## config.mk

```make
export PLATFORM = sky130hd
export DESIGN_NAME = output_drain
export DESIGN_NICKNAME = d
export VERILOG_FILES = /design/src/rtl/output_drain_pkg.sv /design/src/rtl/output_drain_quant_sat.sv /design/src/rtl/output_drain.sv
export SDC_FILE = /design/constraint.sdc
export NUM_CORES = 1
export LEC_CHECK = 0
export CAP_MARGIN = 20
export CORE_AREA = 8 8 114 95
export CTS_BUF_LIST = sky130_fd_sc_hd__clkbuf_8
export CTS_CLUSTER_SIZE = 8
export DETAILED_ROUTE_END_ITERATION = 8
export DIE_AREA = 0 0 122 103
export PLACE_DENSITY = 0.76
export REMOVE_ABC_BUFFERS = 1
export SYNTH_ARGS = -nofsm -noshare
export SYNTH_HDL_FRONTEND = slang
export SYNTH_SLANG_ARGS = --single-unit
```

## constraint.sdc

```tcl
create_clock -name clk_i -period 3.2 [get_ports clk_i]
set_clock_uncertainty 0.1 [all_clocks]
set_input_delay 0.48 -clock clk_i [delete_from_list [all_inputs] [get_ports clk_i]]
set_output_delay 0.48 -clock clk_i [all_outputs]
set_load 0.005 [all_outputs]
```

## src/rtl/output_drain_pkg.sv

```systemverilog
// output_drain_pkg
//   Shared NPU definitions for the output-buffer drain block: the drain FSM
//   state encoding and the default width of the quantised result.
//   No ports (package).
package output_drain_pkg;

  typedef enum logic [1:0] {
    ST_IDLE  = 2'd0,
    ST_DRAIN = 2'd1,
    ST_DONE  = 2'd2
  } drain_state_t;

  localparam int OUT_W_DEFAULT = 8;

endpackage

```

## src/rtl/output_drain_quant_sat.sv

```systemverilog
// quant_sat
//   Combinational requantiser for one partial-sum entry: optional ReLU,
//   arithmetic right shift, then saturation to a signed OUT_W result.
//   The intermediate value stays DAT_W wide until the saturation compare.
// Ports
//   dat     in  DAT_W  signed partial sum
//   shift   in  5      arithmetic right-shift amount
//   relu_en in  1      clamp negative inputs to zero
//   res     out OUT_W  saturated signed result
module quant_sat #(
  parameter int DAT_W = 32,
  parameter int OUT_W = 8
) (
  input  logic [DAT_W-1:0] dat,
  input  logic [4:0]       shift,
  input  logic             relu_en,
  output logic [OUT_W-1:0] res
);

  localparam logic signed [DAT_W-1:0] SAT_MAX = DAT_W'(2**(OUT_W-1) - 1);
  // Bitwise inverse of 0..01..1 is 1..10..0, i.e. -2^(OUT_W-1).
  localparam logic signed [DAT_W-1:0] SAT_MIN = ~SAT_MAX;

  logic signed [DAT_W-1:0] x;
  logic signed [DAT_W-1:0] r;
  logic signed [DAT_W-1:0] s;

  always_comb begin
    x = signed'(dat);
    r = (relu_en && x[DAT_W-1]) ? '0 : x;
    s = r >>> shift;
    if (s > SAT_MAX) begin
      res = SAT_MAX[OUT_W-1:0];
    end else if (s < SAT_MIN) begin
      res = SAT_MIN[OUT_W-1:0];
    end else begin
      res = s[OUT_W-1:0];
    end
  end

endmodule

```

## src/rtl/output_drain.sv

```systemverilog
// output_drain
//   Drains cnt entries of the NPU output buffer, requantises each one and
//   streams the results out through a single valid/ready output register.
//   Start is accepted in IDLE; cnt, shift and relu are latched then and held
//   for the whole drain. Reset is synchronous and active high.
// Ports
//   clk_i      in   clock
//   rst_i      in   synchronous active-high reset
//   start_i    in   drain request (IDLE only)
//   cnt_i      in   entries to drain (clamped to BUF_NUM)
//   shift_i    in   arithmetic right-shift amount
//   relu_en_i  in   clamp negative entries to zero
//   out_sel_o  out  output-buffer read index
//   out_dat_i  in   output-buffer read data (combinational from out_sel_o)
//   val_o      out  result valid
//   rdy_i      in   downstream ready
//   dat_o      out  quantised result
//   idx_o      out  buffer index of dat_o
//   busy_o     out  high in DRAIN and DONE
//   done_o     out  one-cycle completion pulse
`ifndef OUTPUT_BUF_NUM
`define OUTPUT_BUF_NUM 16
`endif
`ifndef PARTIAL_OUT_SIZE
`define PARTIAL_OUT_SIZE 32
`endif

// state | meaning
// IDLE  | waiting for start_i
// DRAIN | reading entries and presenting results
// DONE  | one-cycle completion pulse, then back to IDLE
module output_drain
  import output_drain_pkg::*;
#(
  parameter int BUF_NUM = `OUTPUT_BUF_NUM,
  parameter int DAT_W   = `PARTIAL_OUT_SIZE,
  parameter int OUT_W   = OUT_W_DEFAULT
) (
  input  logic                       clk_i,
  input  logic                       rst_i,
  input  logic                       start_i,
  input  logic [$clog2(BUF_NUM):0]   cnt_i,
  input  logic [4:0]                 shift_i,
  input  logic                       relu_en_i,
  output logic [$clog2(BUF_NUM)-1:0] out_sel_o,
  input  logic [DAT_W-1:0]           out_dat_i,
  output logic                       val_o,
  input  logic                       rdy_i,
  output logic [OUT_W-1:0]           dat_o,
  output logic [$clog2(BUF_NUM)-1:0] idx_o,
  output logic                       busy_o,
  output logic                       done_o
);

  localparam int IW = $clog2(BUF_NUM);
  localparam int CW = IW + 1;
  localparam logic [CW-1:0] BUF_NUM_C = CW'(BUF_NUM);

  drain_state_t state_q;
  drain_state_t state_d;

  logic [CW-1:0]    cnt_q;
  logic [4:0]       shift_q;
  logic             relu_q;
  // One bit wider than the index so it can reach cnt (== BUF_NUM) and stop.
  logic [CW-1:0]    ptr_q;
  logic             accept;
  logic             capture;
  logic             last_hs;
  logic [OUT_W-1:0] quant;

  quant_sat #(
    .DAT_W (DAT_W),
    .OUT_W (OUT_W)
  ) u_quant_sat (
    .dat     (out_dat_i),
    .shift   (shift_q),
    .relu_en (relu_q),
    .res     (quant)
  );

  assign out_sel_o = ptr_q[IW-1:0];

  always_ff @(posedge clk_i) begin
    if (rst_i) begin
      state_q <= ST_IDLE;
    end else begin
      state_q <= state_d;
    end
  end

  always_comb begin
    state_d = state_q;
    accept  = 1'b0;
    capture = 1'b0;
    last_hs = 1'b0;
    busy_o  = (state_q != ST_IDLE);
    done_o  = (state_q == ST_DONE);
    case (state_q)
      ST_IDLE: begin
        if (start_i) begin
          accept  = 1'b1;
          state_d = (cnt_i == '0) ? ST_DONE : ST_DRAIN;
        end
      end
      ST_DRAIN: begin
        // Refill the output register when it is empty or emptying this cycle.
        capture = (ptr_q < cnt_q) && (!val_o || rdy_i);
        // Everything read and the final result is being taken.
        last_hs = val_o && rdy_i && (ptr_q == cnt_q);
        if (last_hs) begin
          state_d = ST_DONE;
        end
      end
      ST_DONE: begin
        state_d = ST_IDLE;
      end
      default: begin
        state_d = ST_IDLE;
      end
    endcase
  end

  always_ff @(posedge clk_i) begin
    if (rst_i) begin
      cnt_q   <= '0;
      shift_q <= '0;
      relu_q  <= 1'b0;
      ptr_q   <= '0;
      val_o   <= 1'b0;
      dat_o   <= '0;
      idx_o   <= '0;
    end else begin
      if (accept) begin
        cnt_q   <= (cnt_i > BUF_NUM_C) ? BUF_NUM_C : cnt_i;
        shift_q <= shift_i;
        relu_q  <= relu_en_i;
        ptr_q   <= '0;
      end else if (state_q == ST_DONE) begin
        ptr_q <= '0;
      end else if (capture) begin
        ptr_q <= ptr_q + 1'b1;
      end

      if (capture) begin
        val_o <= 1'b1;
        dat_o <= quant;
        idx_o <= ptr_q[IW-1:0];
      end else if (val_o && rdy_i) begin
        val_o <= 1'b0;
      end
    end
  end

endmodule

```

==> Implementation_results.wiki, run 1 <==
{| class="wikitable"
! Metric !! Value
|-
| Result of the run || finished clean
|-
| Part of the total power dissipated in sequential elements || 25.0%
|-
| Time the worst path needs with I/O delays and setup || 3.07 ns
|-
| Smallest hold slack || 0.355 ns
|-
| Data arrival time of the critical path || 3.11 ns
|-
| Post-synthesis cell area || 4030 um2
|-
| Antenna violations before repair || 1
|-
| Final antenna-violating net count || 0
|-
| Clock Sinks || 31
|-
| Relative contribution of the clock network to total power || 22.5%
|-
| Average routed wire per standard cell || 21.0 um
|-
| Fraction of registers with async set/reset || 0%
|-
| Detailed-route via count || 4295
|-
| Critical path capture point type || register
|-
| Filler cell count in the final layout || 776
|-
| Row count || 31
|-
| Sequential share of the synthesized area || 15.4%
|-
| Comb power frac || 52.5%
|-
| Largest fanout on the critical path || 7
|-
| Buffer depth of the longest clock path || 2
|-
| Final total power || 1800 uW
|-
| Worst Setup Start Kind || primary input
|-
| Share of the synthesized area in the top cell type || 21.8%
|-
| Placed cell areas || 5290 um2
|-
| Effective utilization at floorplan || 45.3%
|-
| Initial DRT Pass Iterations || 5
|-
| GRT overflow || 0
|-
| Post-synth EDFFs || 0
|-
| Clock transition at the registers of the reported paths || 0.07 ns
|-
| Critical path data required time || 3.24 ns
|-
| Cell taking the most area after synthesis || sky130_fd_sc_hd__mux4_2
|-
| Worst-Skew Late Latency || 0.29 ns
|-
| Switching power as a share of total power || 35.7%
|-
| Commonest cells after routing, fill and taps aside || 91 x sky130_fd_sc_hd__buf_4, 49 x sky130_fd_sc_hd__nand2_1, 47 x sky130_fd_sc_hd__clkdlybuf4s50_1
|-
| Count of final max-slew check failures || 0
|-
| DIE AREA || 12600 um2
|-
| Synth-to-layout area growth || 37.7%
|-
| Total number of yosys warnings || 0
|-
| Weighted congestion at the end of routability-driven global placement || 0.998
|-
| Maximum number of pins on one net before global-route repair || 29
|-
| DRC errors left || 0
|-
| Mean instance size in the synthesized netlist || 9.09 um2
|-
| Cell at the root of the clock tree || sky130_fd_sc_hd__clkbuf_8
|-
| Count of maximum capacitance violations || 0
|-
| Top flip-flop cell by instance count after synthesis || sky130_fd_sc_hd__dfxtp_1
|-
| Design area || 5550 um2
|-
| Type of the worst setup path || in -> reg
|-
| Pwr per Cell Area || 324 nW/um2
|-
| Overall Global Routing Usage || 22.4%
|-
| Total wire length after detailed routing || 14.3 mm
|-
| Achievable frequency || 325 MHz
|-
| CTS tree || done
|-
| H-tree lvl count || 2
|-
| Cts-stage hold buffer count || 0
|-
| Leak Pwr || 0.00218 uW
|-
| Kind of path behind the tightest hold check || reg -> reg
|-
| Actual slew at the worst max-slew pin || 0.834 ns
|-
| Unrepaired setup endpoints after global routing || no
|-
| Detailed placer's ending HPWL || 11.4 mm
|-
| Number of hold violations in the final report || 0
|-
| PortBufs || 65
|-
| Maximum vdd drop || 0.235 mV
|-
| Cell count after synthesis || 443
|-
| Detailed Route Iter0 Violations || 419
|-
| Vias in the first global route || 3999
|-
| Clock buffers created by TritonCTS || 5
|-
| Fraction of final layout cells with drive strength greater than 1 || 31.8%
|-
| Chip height || 103 um
|-
| Global-route wire length before repair || 22.4 mm
|-
| Internal Dissipation || 1150 uW
|-
| Top-level I/O count || 66
|-
| Total net switching power || 640 uW
|-
| Utilization after layout || 62.4%
|-
| Leading cell type in the layout, fill and taps excluded || sky130_fd_sc_hd__buf_4
|-
| Final Net Count || 615
|-
| Count of different cell masters after synthesis || 66
|-
| Largest cells by area after synthesis || sky130_fd_sc_hd__mux4_2 22%, sky130_fd_sc_hd__dfxtp_1 15%, sky130_fd_sc_hd__mux2i_1 8.2%
|-
| Placeable Area || 8880 um2
|-
| Via density per instance || 6.33
|-
| Worst rel slew slack || 44.2%
|-
| Portion of the clock cycle consumed by the worst path in the final layout || 96.0%
|-
| Count of final setup violators || 0
|-
| Number of flip-flops and latches in the synthesized netlist || 31
|-
| Width of the die || 122 um
|}
## state kept, by name, summed over array words and instances (netlist names)
| signal | flops |
|---|---|
| dat_o | 8 |
| cnt_q | 5 |
| ptr_q | 5 |
| shift_q | 5 |
| idx_o | 4 |
| state_q | 2 |
| relu_q | 1 |
| val_o | 1 |
## synthesized netlist by cell type (all sizes together), types with 3 or more instances
master	count
nand4	5
nor4	6
mux2i	33
a21o	4
o221ai	5
o21ai	12
clkbuf	22
nand2	49
or2	3
ha	6
or3	4
o31ai	4
nor3	8
a31oi	7
a21oi	25
buf	26
o211ai	4
mux2	10
o311a	3
nand3b	5
a211oi	6
a2111o	7
inv	13
o32ai	8
xor2	3
a221oi	3
mux4	44
nor2	31
dfxtp	31
nand2b	6
nor2b	8
nand3	8
## critical path, stage by stage
cell	delay, ns
sky130_fd_sc_hd__clkdlybuf4s50_1	0.45
sky130_fd_sc_hd__mux4_2	0.52
sky130_fd_sc_hd__mux4_2	0.49
sky130_fd_sc_hd__a22o_1	0.25
sky130_fd_sc_hd__nor3_1	0.18
sky130_fd_sc_hd__nand4_1	0.17
sky130_fd_sc_hd__o31ai_4	0.28
sky130_fd_sc_hd__buf_4	0.19
sky130_fd_sc_hd__o32ai_1	0.09
## through the flow
step                      TNS (ns)  worst slack [ns]  cells
final                            0             0.127    679
after global routing             0            0.0416    679
after CTS                        0            0.0114    676
after detailed placement     -2.34            -0.346    668
after global placement       -2.14            -0.309    668
after floorplan             -31.51             -2.19    395
## kinds of logic after synthesis
family,synth area share (%)
XOR/XNOR,0.870
adder cells (fa/ha/maj),1.86
AO/OA/AOI/OAI,20.5
flip-flops,15.4
multiplexers,36.1
buffers and inverters,7.89
AND/OR/NAND/NOR,17.4
## final cells by class
cell class,instances,area (um2),area share (%)
antenna,1,2.50,0.0451
multi-input combinational,351,3160,57.0
clock inverter,2,35.0,0.632
sequential,31,632,11.4
clock buffer,6,82.6,1.49
tap,115,144,2.59
inverter,13,48.8,0.880
timing repair buffer,160,1440,26.0
## worst paths after layout
kind / startpoint / end / slack [ns] / cells past startpoint
max: out_dat_i[11] / dat_o[0] / 0.13 / 9
min: cnt_q[1] / cnt_q[1] / 0.36 / 2
max reg2reg: shift_q[2] / dat_o[0] / 0.15 / 11
min reg2reg: cnt_q[1] / cnt_q[1] / 0.36 / 2
## power by group through the flow
stage               Sequential [uW]  Combinational (uW)  Clock, uW
global placement                458                 892          0
global route                    453                1010        431
finish                          449                 943        403
detailed placement              459                 899          0
CTS                             451                 904        409
floorplan                       489                 451          0
## routing by layer
layer,global-route usage [%],vias to the layer above,share of wire [%]
li1,-,1984,-
met1,32.1,2121,46
met2,35.1,172,46
met3,2.96,18,6.2
met4,4.64,0,1.6
met5,0,-,0
## what timing repair did
item                                    CTS  global route
resized for setup                         3            36
pin swaps                                 1             4
setup buffers                             0             2
endpoints found under the setup margin    7             7
(Power assumes the default switching activity.)
==> inputs of run 2 (changes only) <==
--- a/config.mk
+++ b/config.mk
@@ -7,7 +7,6 @@
 export LEC_CHECK = 0
 export CAP_MARGIN = 20
 export CORE_AREA = 8 8 114 95
-export CTS_BUF_LIST = sky130_fd_sc_hd__clkbuf_8
 export CTS_CLUSTER_SIZE = 8
 export DETAILED_ROUTE_END_ITERATION = 8
 export DIE_AREA = 0 0 122 103
==> results of run 2 <==
No change in the layout: final DEF, timing and power equal those of run 1.
==> inputs of run 3 (changes only) <==
--- a/config.mk
+++ b/config.mk
@@ -12,6 +12,7 @@
 export DIE_AREA = 0 0 122 103
 export PLACE_DENSITY = 0.76
 export REMOVE_ABC_BUFFERS = 1
+export SLEW_MARGIN = 20
 export SYNTH_ARGS = -nofsm -noshare
 export SYNTH_HDL_FRONTEND = slang
 export SYNTH_SLANG_ARGS = --single-unit
==> constraint.sdc (replaced) <==
create_clock -name clk_i -period 3 [get_ports clk_i]
set_clock_uncertainty 0.1 [all_clocks]
set_input_delay 0.45 -clock clk_i [delete_from_list [all_inputs] [get_ports clk_i]]
set_output_delay 0.45 -clock clk_i [all_outputs]
set_load 0.005 [all_outputs]
==> Implementation_results.wiki, run 3 (synthesis gave the netlist of run 1 again) <==
{| class="wikitable"
! Metric !! Value
|-
| Critical path data required time || 3.09 ns
|-
| Data arrival time of the critical path || 3.10 ns
|-
| GRT overflow || 0
|-
| Time the worst path needs with I/O delays and setup || 3.01 ns
|-
| Row count || 31
|-
| Worst Setup Start Kind || register
|-
| Leak Pwr || 0.00230 uW
|-
| Portion of the clock cycle consumed by the worst path in the final layout || 100%
|-
| Vias in the first global route || 4367
|-
| Initial DRT Pass Iterations || 5
|-
| Unrepaired setup endpoints after global routing || yes
|-
| Achievable frequency || 332 MHz
|-
| Reg-to-Reg Start || shift_q[3]
|-
| Overall Global Routing Usage || 24.4%
|-
| CTS tree || done
|-
| Via density per instance || 6.34
|-
| Pwr per Cell Area || 346 nW/um2
|-
| Total wire length after detailed routing || 15.9 mm
|-
| Commonest cells after routing, fill and taps aside || 113 x sky130_fd_sc_hd__buf_4, 49 x sky130_fd_sc_hd__nand2_1, 45 x sky130_fd_sc_hd__clkdlybuf4s50_1
|-
| Critical-path cell list || nand2b_1, nor4_1, a211oi_1, or4_4, o41a_1, o32ai_1
|-
| Synth-to-layout area growth || 47.8%
|-
| Final Net Count || 650
|-
| Inserted Diodes || 0
|-
| Design area || 5950 um2
|-
| Placed cell areas || 5430 um2
|-
| Clock Sinks || 31
|-
| Source of the critical timing path || shift_q[3]
|-
| Worst rel slew slack || 47.2%
|-
| Count of final max-slew check failures || 0
|-
| Utilization after layout || 67.0%
|-
| Detailed Route Iter0 Violations || 496
|-
| Crit path setup slack, layout || -0.00971 ns
|-
| Maximum vdd drop || 0.322 mV
|-
| Top-level I/O count || 66
|-
| Placeable Area || 8880 um2
|-
| Leading cell type in the layout, fill and taps excluded || sky130_fd_sc_hd__buf_4
|-
| Width of the die || 122 um
|-
| Antenna violations before repair || 0
|-
| PortBufs || 65
|-
| Violated checks || setup timing
|-
| Fraction of final layout cells with drive strength greater than 1 || 39.0%
|-
| DIE AREA || 12600 um2
|-
| Crit path largest cell delay || 0.74 ns
|-
| Actual slew at the worst max-slew pin || 0.790 ns
|-
| Number of hold violations in the final report || 0
|-
| Average routed wire per standard cell || 22.3 um
|-
| Result of the run || complete, but fails checks
|-
| Detailed placer's ending HPWL || 12.2 mm
|-
| Count of maximum capacitance violations || 0
|-
| Worst-Skew Late Latency || 0.28 ns
|-
| Detailed-route via count || 4522
|-
| Buffer depth of the longest clock path || 2
|-
| H-tree lvl count || 2
|-
| Clock transition at the registers of the reported paths || 0.07 ns
|-
| Effective utilization at floorplan || 45.3%
|-
| Kind of path behind the tightest hold check || reg -> reg
|-
| Final antenna-violating net count || 0
|-
| Hold Crit Start || cnt_q[4]
|-
| Chip height || 103 um
|-
| Largest fanout on the critical path || 13
|-
| Type of the worst setup path || reg -> reg
|-
| Number of flip-flops in the largest register || 8
|-
| Global-route wire length before repair || 24.2 mm
|-
| Critical path capture point type || register
|-
| Maximum number of pins on one net before global-route repair || 28
|-
| Cell at the root of the clock tree || sky130_fd_sc_hd__clkbuf_8
|-
| DRC errors left || 0
|-
| Count of final setup violators || 2
|-
| Slowest cell on the critical path || sky130_fd_sc_hd__dfxtp_1
|-
| Clock buffers created by TritonCTS || 5
|-
| Weighted congestion at the end of routability-driven global placement || 0.917
|-
| Register with the most flip-flops || dat_o
|}
## run 3: metal layers
metal | global-route usage (%) | routed length, um | vias up | share of wire (%)
li1 | - | - | 2057 | -
met1 | 33.7 | 6850 | 2214 | 43
met2 | 39.5 | 7410 | 229 | 46
met3 | 3.23 | 1410 | 22 | 8.9
met4 | 5.58 | 266 | 0 | 1.7
met5 | 0 | 0 | - | 0
## run 3: final cells by class
cell class | instances | area, um2
multi-input combinational | 351 | 3300
fill | 729 | 2930
timing repair buffer | 195 | 1710
sequential | 31 | 632
tap | 115 | 144
clock buffer | 6 | 82.6
inverter | 13 | 51.3
clock inverter | 2 | 35.0
## run 3: final timing paths
check / to / slack, ns / cells past startpoint
max: dat_o[0] / -0.01 / 6
min: cnt_q[4] / 0.36 / 2
max reg2reg: dat_o[0] / -0.01 / 6
min reg2reg: cnt_q[4] / 0.36 / 2
## run 3: through the flow
stage,power [uW],instances,hold slack [ns],setup TNS (ns),setup slack (ns)
after floorplan,1000,395,0.326,-35.11,-2.39
after global placement,1490,685,0.342,-3.08,-0.444
after detailed placement,1510,685,0.348,-3.99,-0.592
after CTS,1990,706,0.356,0,0.0121
after global routing,2150,713,0.386,-0.347,-0.0713
final,2060,713,0.358,-0.0132,-0.00971
## run 3: power by group
| group | internal, uW | switching (uW) | leakage, uW | total (uW) |
|---|---|---|---|---|
| clock network | 269 | 155 | 0.0000612 | 424 |
| logic | 610 | 552 | 0.00198 | 1160 |
| registers | 440 | 36.1 | 0.000255 | 476 |
| total | 1320 | 743 | 0.00230 | 2060 |
## run 3: worst max-delay path, delay by kind of cell (launching register included)
kind            cells  cell delay, ns
simple gates        3            1.24
compound gates      3            0.84
flops               1            0.74
## run 3: what timing repair did
item                       4_1_cts  5_1_grt
setup endpoints to repair        7        7
pin swaps                       15       10
hold buffers                     0        0
setup buffers                   12        6
resized for setup               56       24
gates cloned                     1        1
